`src/rtl/key_motion_ctrl_pkg.sv`:
```
// -----------------------------------------------------------------------------
// key_motion_ctrl_pkg
// Shared constants and types for the keyboard motion/zoom front end:
//   - HID usage codes for the WASD keys (and the arrow keys when KEY_ARROW_EN
//     is defined)
//   - one-hot motion codes consumed by the ball stage
//   - the zoom repeat FSM state enum
//   - cnt_width(): counter width that holds the largest of three limits
// Optional feature macro: KEY_ARROW_EN (adds arrow-key usages)
// -----------------------------------------------------------------------------
package key_motion_ctrl_pkg;

   localparam int HID_W = 8;
   localparam int KC_W  = 6;

   localparam logic [HID_W-1:0] HID_A = 8'h04;
   localparam logic [HID_W-1:0] HID_D = 8'h07;
   localparam logic [HID_W-1:0] HID_W_KEY = 8'h1A;
   localparam logic [HID_W-1:0] HID_S = 8'h16;
`ifdef KEY_ARROW_EN
   localparam logic [HID_W-1:0] HID_LEFT  = 8'h50;
   localparam logic [HID_W-1:0] HID_RIGHT = 8'h4F;
   localparam logic [HID_W-1:0] HID_UP    = 8'h52;
   localparam logic [HID_W-1:0] HID_DOWN  = 8'h51;
`endif

   localparam logic [KC_W-1:0] KC_NONE  = 6'b000000;
   localparam logic [KC_W-1:0] KC_LEFT  = 6'b100000;
   localparam logic [KC_W-1:0] KC_RIGHT = 6'b010000;
   localparam logic [KC_W-1:0] KC_UP    = 6'b001000;
   localparam logic [KC_W-1:0] KC_DOWN  = 6'b000100;

   typedef enum logic [1:0] {
      IDLE   = 2'd0,
      PRESS  = 2'd1,
      DELAY  = 2'd2,
      REPEAT = 2'd3
   } zoom_state_t;

   // Width of an unsigned counter able to hold max(a, b, c) without wrapping.
   function automatic int cnt_width(input int a, input int b, input int c);
      int m;
      m = a;
      if (b > m) m = b;
      if (c > m) m = c;
      return $clog2(m + 1);
   endfunction

endpackage

```
`src/rtl/key_motion_ctrl_if.sv`:
```
// -----------------------------------------------------------------------------
// key_motion_ctrl_if
// Bundle between the USB host side and the ball/zoom stage.
//   hid_keycode  raw HID usage (asynchronous to frame_clk), 8'h00 = no key
//   keycode      one-hot motion code (A/D/W/S)
//   Zoom_In      one-cycle zoom-in pulse
//   Zoom_Out     one-cycle zoom-out pulse
//   key_active   accepted code is a mapped key
// Modports: master = keycode source / result consumer, slave = controller.
// -----------------------------------------------------------------------------
interface key_motion_ctrl_if;
   import key_motion_ctrl_pkg::*;

   logic [HID_W-1:0] hid_keycode;
   logic [KC_W-1:0]  keycode;
   logic             Zoom_In;
   logic             Zoom_Out;
   logic             key_active;

   modport master (output hid_keycode, input keycode, Zoom_In, Zoom_Out, key_active);
   modport slave  (input hid_keycode, output keycode, Zoom_In, Zoom_Out, key_active);
endinterface

```
`src/rtl/key_motion_ctrl_debounce.sv`:
```
// -----------------------------------------------------------------------------
// key_debounce
// Two-flop synchroniser followed by a candidate/counter debouncer. A code is
// accepted into stable_code once DEBOUNCE consecutive synced samples agree.
// Ports:
//   frame_clk    clock
//   Reset_n      asynchronous active-low reset
//   hid_keycode  raw asynchronous HID usage
//   stable_code  debounced, accepted usage
// -----------------------------------------------------------------------------
module key_debounce
   import key_motion_ctrl_pkg::*;
#(
   parameter int DEBOUNCE = 2,
   parameter int CNT_W    = 2
) (
   input  logic             frame_clk,
   input  logic             Reset_n,
   input  logic [HID_W-1:0] hid_keycode,
   output logic [HID_W-1:0] stable_code
);

   localparam logic [CNT_W-1:0] DB_MAX  = CNT_W'(DEBOUNCE);
   localparam logic [CNT_W-1:0] CNT_ONE = CNT_W'(1);

   logic [HID_W-1:0] s1_r;
   logic [HID_W-1:0] s2_r;
   logic [HID_W-1:0] cand_r;
   logic [HID_W-1:0] stable_r;
   logic [CNT_W-1:0] cnt_r;
   logic [CNT_W-1:0] cnt_nxt_s;

   // Agreement counter: restart on a new candidate, saturate at DEBOUNCE
   always_comb begin
      cnt_nxt_s = cnt_r;
      if (s2_r != cand_r) begin
         cnt_nxt_s = CNT_ONE;
      end else if (cnt_r >= DB_MAX) begin
         cnt_nxt_s = DB_MAX;
      end else begin
         cnt_nxt_s = cnt_r + CNT_ONE;
      end
   end

   // Synchroniser, candidate tracking and acceptance of the stable code
   always_ff @(posedge frame_clk or negedge Reset_n) begin
      if (!Reset_n) begin
         s1_r     <= {HID_W{1'b0}};
         s2_r     <= {HID_W{1'b0}};
         cand_r   <= {HID_W{1'b0}};
         cnt_r    <= {CNT_W{1'b0}};
         stable_r <= {HID_W{1'b0}};
      end else begin
         s1_r   <= hid_keycode;
         s2_r   <= s1_r;
         cand_r <= s2_r;
         cnt_r  <= cnt_nxt_s;
         // s2 is the candidate on this edge either way, so accept it directly
         if (cnt_nxt_s == DB_MAX) begin
            stable_r <= s2_r;
         end else begin
            stable_r <= stable_r;
         end
      end
   end

   assign stable_code = stable_r;

endmodule

```
`src/rtl/key_motion_ctrl.sv`:
```
// -----------------------------------------------------------------------------
// key_motion_ctrl
// Turns the raw HID keycode into a one-hot motion level plus one-cycle
// Zoom_In / Zoom_Out pulses, with auto-repeat while a zoom key is held.
// Ports:
//   frame_clk  sole clock
//   Reset_n    asynchronous active-low reset
//   bus        key_motion_ctrl_if.slave (hid_keycode in; keycode, Zoom_In,
//              Zoom_Out, key_active out, all registered)
// Optional feature macro: KEY_ARROW_EN maps the arrow keys onto A/D/W/S.
// -----------------------------------------------------------------------------
module key_motion_ctrl
   import key_motion_ctrl_pkg::*;
#(
   parameter int               DEBOUNCE      = 2,
   parameter int               REPEAT_DELAY  = 30,
   parameter int               REPEAT_RATE   = 6,
   parameter logic [HID_W-1:0] ZOOM_IN_CODE  = 8'h2E,
   parameter logic [HID_W-1:0] ZOOM_OUT_CODE = 8'h2D
) (
   input logic              frame_clk,
   input logic              Reset_n,
   key_motion_ctrl_if.slave bus
);

   localparam int CNT_W = cnt_width(DEBOUNCE, REPEAT_DELAY, REPEAT_RATE);
   localparam logic [CNT_W-1:0] CNT_ZERO   = {CNT_W{1'b0}};
   localparam logic [CNT_W-1:0] CNT_ONE    = CNT_W'(1);
   localparam logic [CNT_W-1:0] DELAY_LOAD = CNT_W'(REPEAT_DELAY - 1);
   localparam logic [CNT_W-1:0] RATE_LOAD  = CNT_W'(REPEAT_RATE - 1);

   logic [HID_W-1:0] stable_code_s;
   logic [KC_W-1:0]  dir_s;
   logic             dir_active_s;
   logic             is_in_s;
   logic             is_out_s;
   logic             is_zoom_s;

   zoom_state_t      state_r;
   zoom_state_t      state_nxt_s;
   logic [CNT_W-1:0] rcnt_r;
   logic [CNT_W-1:0] rcnt_nxt_s;
   logic             zout_r;       // held zoom key is zoom-out
   logic             zout_nxt_s;
   logic             pulse_s;

   logic [KC_W-1:0]  keycode_r;
   logic             key_active_r;
   logic             zoom_in_r;
   logic             zoom_out_r;

   key_debounce #(
      .DEBOUNCE (DEBOUNCE),
      .CNT_W    (CNT_W)
   ) u_debounce (
      .frame_clk   (frame_clk),
      .Reset_n     (Reset_n),
      .hid_keycode (bus.hid_keycode),
      .stable_code (stable_code_s)
   );

   // Direction decode of the accepted code
   always_comb begin
      dir_s        = KC_NONE;
      dir_active_s = 1'b0;
      case (stable_code_s)
         HID_A:     begin dir_s = KC_LEFT;  dir_active_s = 1'b1; end
         HID_D:     begin dir_s = KC_RIGHT; dir_active_s = 1'b1; end
         HID_W_KEY: begin dir_s = KC_UP;    dir_active_s = 1'b1; end
         HID_S:     begin dir_s = KC_DOWN;  dir_active_s = 1'b1; end
`ifdef KEY_ARROW_EN
         HID_LEFT:  begin dir_s = KC_LEFT;  dir_active_s = 1'b1; end
         HID_RIGHT: begin dir_s = KC_RIGHT; dir_active_s = 1'b1; end
         HID_UP:    begin dir_s = KC_UP;    dir_active_s = 1'b1; end
         HID_DOWN:  begin dir_s = KC_DOWN;  dir_active_s = 1'b1; end
`endif
         default:   begin dir_s = KC_NONE;  dir_active_s = 1'b0; end
      endcase
   end

   assign is_in_s   = (stable_code_s == ZOOM_IN_CODE);
   assign is_out_s  = (stable_code_s == ZOOM_OUT_CODE);
   assign is_zoom_s = is_in_s | is_out_s;

   // Zoom repeat FSM: next state, counter reload and pulse request
   always_comb begin
      state_nxt_s = state_r;
      rcnt_nxt_s  = rcnt_r;
      zout_nxt_s  = zout_r;
      pulse_s     = 1'b0;
      case (state_r)
         IDLE: begin
            if (is_zoom_s) begin
               state_nxt_s = PRESS;
               rcnt_nxt_s  = DELAY_LOAD;
               zout_nxt_s  = is_out_s;
               pulse_s     = 1'b1;
            end else begin
               rcnt_nxt_s  = CNT_ZERO;
            end
         end
         PRESS, DELAY, REPEAT: begin
            if (!is_zoom_s) begin
               state_nxt_s = IDLE;
               rcnt_nxt_s  = CNT_ZERO;
            end else if (is_out_s != zout_r) begin
               // The other zoom key took over: treat it as a fresh press
               state_nxt_s = PRESS;
               rcnt_nxt_s  = DELAY_LOAD;
               zout_nxt_s  = is_out_s;
               pulse_s     = 1'b1;
            end else if (rcnt_r == CNT_ZERO) begin
               state_nxt_s = REPEAT;
               rcnt_nxt_s  = RATE_LOAD;
               pulse_s     = 1'b1;
            end else begin
               state_nxt_s = (state_r == PRESS) ? DELAY : state_r;
               rcnt_nxt_s  = rcnt_r - CNT_ONE;
            end
         end
         default: begin
            state_nxt_s = IDLE;
            rcnt_nxt_s  = CNT_ZERO;
         end
      endcase
   end

   // FSM state and registered outputs
   always_ff @(posedge frame_clk or negedge Reset_n) begin
      if (!Reset_n) begin
         state_r      <= IDLE;
         rcnt_r       <= CNT_ZERO;
         zout_r       <= 1'b0;
         keycode_r    <= KC_NONE;
         key_active_r <= 1'b0;
         zoom_in_r    <= 1'b0;
         zoom_out_r   <= 1'b0;
      end else begin
         state_r      <= state_nxt_s;
         rcnt_r       <= rcnt_nxt_s;
         zout_r       <= zout_nxt_s;
         keycode_r    <= dir_s;
         key_active_r <= dir_active_s | is_zoom_s;
         zoom_in_r    <= pulse_s & ~zout_nxt_s;
         zoom_out_r   <= pulse_s & zout_nxt_s;
      end
   end

   assign bus.keycode    = keycode_r;
   assign bus.key_active = key_active_r;
   assign bus.Zoom_In    = zoom_in_r;
   assign bus.Zoom_Out   = zoom_out_r;

endmodule

```
`src/flat_wrapper.sv`:
```
// flat-port wrapper written by rule: the top's interface ports become plain ports
module key_motion_ctrl_flat import key_motion_ctrl_pkg::*;
#(
   parameter int               DEBOUNCE      = 2,
   parameter int               REPEAT_DELAY  = 30,
   parameter int               REPEAT_RATE   = 6,
   parameter logic [HID_W-1:0] ZOOM_IN_CODE  = 8'h2E,
   parameter logic [HID_W-1:0] ZOOM_OUT_CODE = 8'h2D
)
  (frame_clk, Reset_n, bus_hid_keycode, bus_keycode, bus_Zoom_In, bus_Zoom_Out, bus_key_active);
  key_motion_ctrl_if bus_i ();
  input logic frame_clk;
  input logic Reset_n;
  input wire logic [$bits(bus_i.hid_keycode)-1:0] bus_hid_keycode;
  output wire logic [$bits(bus_i.keycode)-1:0] bus_keycode;
  output wire logic [$bits(bus_i.Zoom_In)-1:0] bus_Zoom_In;
  output wire logic [$bits(bus_i.Zoom_Out)-1:0] bus_Zoom_Out;
  output wire logic [$bits(bus_i.key_active)-1:0] bus_key_active;
  assign bus_i.hid_keycode = bus_hid_keycode;
  assign bus_keycode = bus_i.keycode;
  assign bus_Zoom_In = bus_i.Zoom_In;
  assign bus_Zoom_Out = bus_i.Zoom_Out;
  assign bus_key_active = bus_i.key_active;
  key_motion_ctrl #(.DEBOUNCE(DEBOUNCE), .REPEAT_DELAY(REPEAT_DELAY), .REPEAT_RATE(REPEAT_RATE), .ZOOM_IN_CODE(ZOOM_IN_CODE), .ZOOM_OUT_CODE(ZOOM_OUT_CODE)) u_core (.frame_clk(frame_clk), .Reset_n(Reset_n), .bus(bus_i));
endmodule
```
`config.mk`:
```
export PLATFORM = sky130hd
export DESIGN_NAME = key_motion_ctrl_flat
export DESIGN_NICKNAME = d
export VERILOG_FILES = /design/src/rtl/key_motion_ctrl_pkg.sv /design/src/rtl/key_motion_ctrl_if.sv /design/src/rtl/key_motion_ctrl_debounce.sv /design/src/rtl/key_motion_ctrl.sv /design/src/flat_wrapper.sv
export SDC_FILE = /design/constraint.sdc
export NUM_CORES = 1
export LEC_CHECK = 0
export ABC_AREA = 1
export CORE_ASPECT_RATIO = 0.9
export CORE_MARGIN = 5
export CORE_UTILIZATION = 25
export CTS_BUF_LIST = sky130_fd_sc_hd__clkbuf_8
export CTS_CLUSTER_SIZE = 10
export DETAILED_ROUTE_END_ITERATION = 12
export DONT_BUFFER_PORTS = 1
export REMOVE_ABC_BUFFERS = 1
export SLEW_MARGIN = 20
export SYNTH_ARGS = -nofsm -noshare
export SYNTH_HDL_FRONTEND = slang
export SYNTH_HIERARCHICAL = 1
export SYNTH_SLANG_ARGS = --single-unit
```
`constraint.sdc`:
```
create_clock -name frame_clk -period 1.3 [get_ports frame_clk]
set_input_delay 0.065 -clock frame_clk [delete_from_list [all_inputs] [get_ports frame_clk]]
set_output_delay 0.065 -clock frame_clk [all_outputs]
set_load 0.01 [all_outputs]
```
==> metrics.yaml <==
setup_path:
  path_class: "reg2reg"
  worstSetupEndpointType: "flop"
  critical_path_required_ps: 1490
  worst_setup_path_start_kind: "flop"
  crit_fanout: 8
  worstPathArrival_ps: 1550
die:
  initial_utilization: 0.257
  num_rows: 32
  num_io_pins: 19
  core_um2: 8570
  dieArea_um2: 10800
  die_y_um: 99.0
  die_x_um: 109
sta:
  slew_viol_final: 0
  maxClockFrequency_ghz: 0.733
  hold_viol: 0
  rsz0062_at_grt: "true"
  period_share: 1.05
  period_needed_ps: 1360
  finalSetupViolCount: 8
  finalClockSkew_ps: 7.09
  hold_slack_ps: 255
  setup_ws_ps: -63.5
synth:
  ys_top_cells_by_area: "dfrtp_1, nand2_1, inv_1, nor2_1, nand4_1"
  synth_top_area_share: 0.591
  synth_area_um2: 2200
  synthArstFlopShare: 1.00
  synth_commonest_cells: "nand2_1, dfrtp_1, inv_1, nor2_1, nand4_1"
  synth_seq_cells: 52
  synthFlopType: "dfrtp_1"
  ys_types: 28
  synth-edff-count: 0
  syn_area_per_cell_um2: 9.70
  synth_largest_area_cell: "dfrtp_1"
  syn_inst: 227
  ys_warn_count: 6
  yosysSeqAreaShare: 0.591
  yosysMostFrequentCell: "nand2_1"
place:
  numPortBuffers: 0
  placed_cell_area_um2: 2370
  dp.cells: 350
  hpwl_um: 2420
  preCtsSetupSlack_ps: -39.4
  place_congestion: 0.690
status:
  violations: "negative setup slack"
  status: "complete, but fails checks"
clock_network:
  clkTransAtPathRegs_ps: 90
  insertion_delay_ps: 300
  clkSinkCount: 52
  cts_buffer_depth: 2
  htreeDepth: 2
  cts-root-buf: "clkbuf_8"
  cts_buffers: 5
  cts_tree: "done"
layout:
  fin_util: 0.311
  area.growth.synth_to_final_pct: 21.2
  drive_gt1_frac: 0.217
  fin_area_um2: 2670
  n_antenna_cell: 0
  nets: 265
  final_cells: 372
routing:
  ant_nets: 0
  avgRoutedWirePerCell_um: 9.17
  via_per_inst: 3.80
  vias: 1412
  wl_um: 3410
  drc_errors: 0
  drt_first_pass_iters: 4
  drtIter0Drc: 46
worst_hold_path:
  hold_class: "in2async"
run:
  drv_cap: 0
global_route:
  grt_pass1_wl_um: 6240
  first_global_vias: 1404
  grtUsageTotal: 0.0724
  grt_max_degree: 53
  grt.overflow.total: 0
  antenna_found_initial: 0
pwr:
  p_per_area_nw_per_um2: 1200
  irDropWorstVdd_mv: 0.632
  p_leak_uw: 0.00133
-- report_power, final --
group / switching, uW / internal (uW)
combinational: 187 / 123
clock: 520 / 580
sequential: 73.2 / 1710
-- flip-flops by register name, indices dropped and copies added (netlist names) --
signal and cells:
u_core/u_debounce/cand_r 8, u_core/u_debounce/s1_r 8, u_core/u_debounce/s2_r 8, u_core/u_debounce/stable_code 8
u_core/rcnt_r 5, u_core/u_debounce/cnt_r 5, u_core/bus.keycode 4, u_core/state_r 2
u_core/bus.Zoom_In 1, u_core/bus.Zoom_Out 1, u_core/bus.key_active 1, u_core/zout_r 1
-- layout make-up --
type | count | area, um^2
inverters | 36 | 138
fillers | 887 | 5900
clock buffers | 5 | 68.8
clock inverters | 3 | 46.3
flip-flops and latches | 52 | 1300
repair buffers | 16 | 163
well taps | 119 | 149
multi-input cells | 141 | 800
-- cells in the final DEF, fill, tap and decap left out --
cell type,count
o21ai_2,1
nand4_1,9
dfrtp_2,2
inv_1,30
buf_4,6
clkinvlp_4,1
or2_4,1
buf_16,1
bufinv_16,1
dfrtp_1,50
nor3_2,1
nor2_8,2
inv_2,4
nor2_1,18
ha_4,1
dlygate4sd3_1,9
inv_4,1
nand3_1,7
nand2_2,10
nor2_2,7
o21ai_4,1
a21boi_2,1
nand4_4,1
and3_1,1
nand2_1,59
xor2_1,2
a21oi_1,2
nor3b_1,1
ha_1,1
nand2_4,2
nor4_2,1
clkinv_1,1
conb_1,4
nand3_2,1
nor3_1,4
nor2_4,2
clkbuf_8,5
inv_6,1
ha_2,1
-- repair_timing --
action	CTS	global route
cloned	2	0
setup endpoints to repair	8	18
setup buffers	0	2
pin swaps	10	8
endpoints found under the hold margin	60	52
hold buffers	8	2
gates resized for setup	3	9
-- final timing paths --
path	cells after the start	slack [ps]	start	endpoint
worst max-delay path	5	-60	u_core/u_debounce/cnt_r[1]	u_core/u_debounce/stable_code[2]
worst min-delay path	2	250	Reset_n	u_core/u_debounce/cand_r[7]
worst max register to register	5	-60	u_core/u_debounce/cnt_r[1]	u_core/u_debounce/stable_code[2]
worst min register to register	0	350	u_core/u_debounce/s1_r[5]	u_core/u_debounce/s2_r[5]
max in group asynchronous	2	800	Reset_n	u_core/bus.keycode[2]
min in group frame_clk	1	310	bus_hid_keycode[7]	u_core/u_debounce/s1_r[7]
-- critical path, cell delays in order (launching register included) --
cell     delay [ps]
dfrtp_2         450
ha_2            220
o21ai_4         230
nand4_4         190
nand2_2         110
nand2_1          50
-- kinds of logic (layout without fill, tap and decap cells) --
group,Yosys count,count (layout),synth area share
flip-flops,52,52,0.591
buffers and inverters,38,60,0.0682
other,2,4,0.00341
adder cells (fa/ha/maj),3,3,0.0171
AND/OR/NAND/NOR,126,127,0.295
XOR/XNOR,2,2,0.00796
AO/OA/AOI/OAI,4,5,0.0171
-- per-stage QoR --
step                total power [uW]  setup TNS [ps]
floorplan                       1990               0
global placement                2050          -0.920
detailed placement              2050            -287
CTS                             3190            -271
global route                    3390           -1740
finish                          3190            -381
-- per-layer routing --
layer	GRT usage	vias up	routed length, um
li1	-	738	-
met1	0.0993	652	1780
met2	0.108	20	1440
met3	0.0255	2	169
met4	0.0204	0	29
met5	0	-	0
Note: power is estimated with default switching activity, not from simulation.
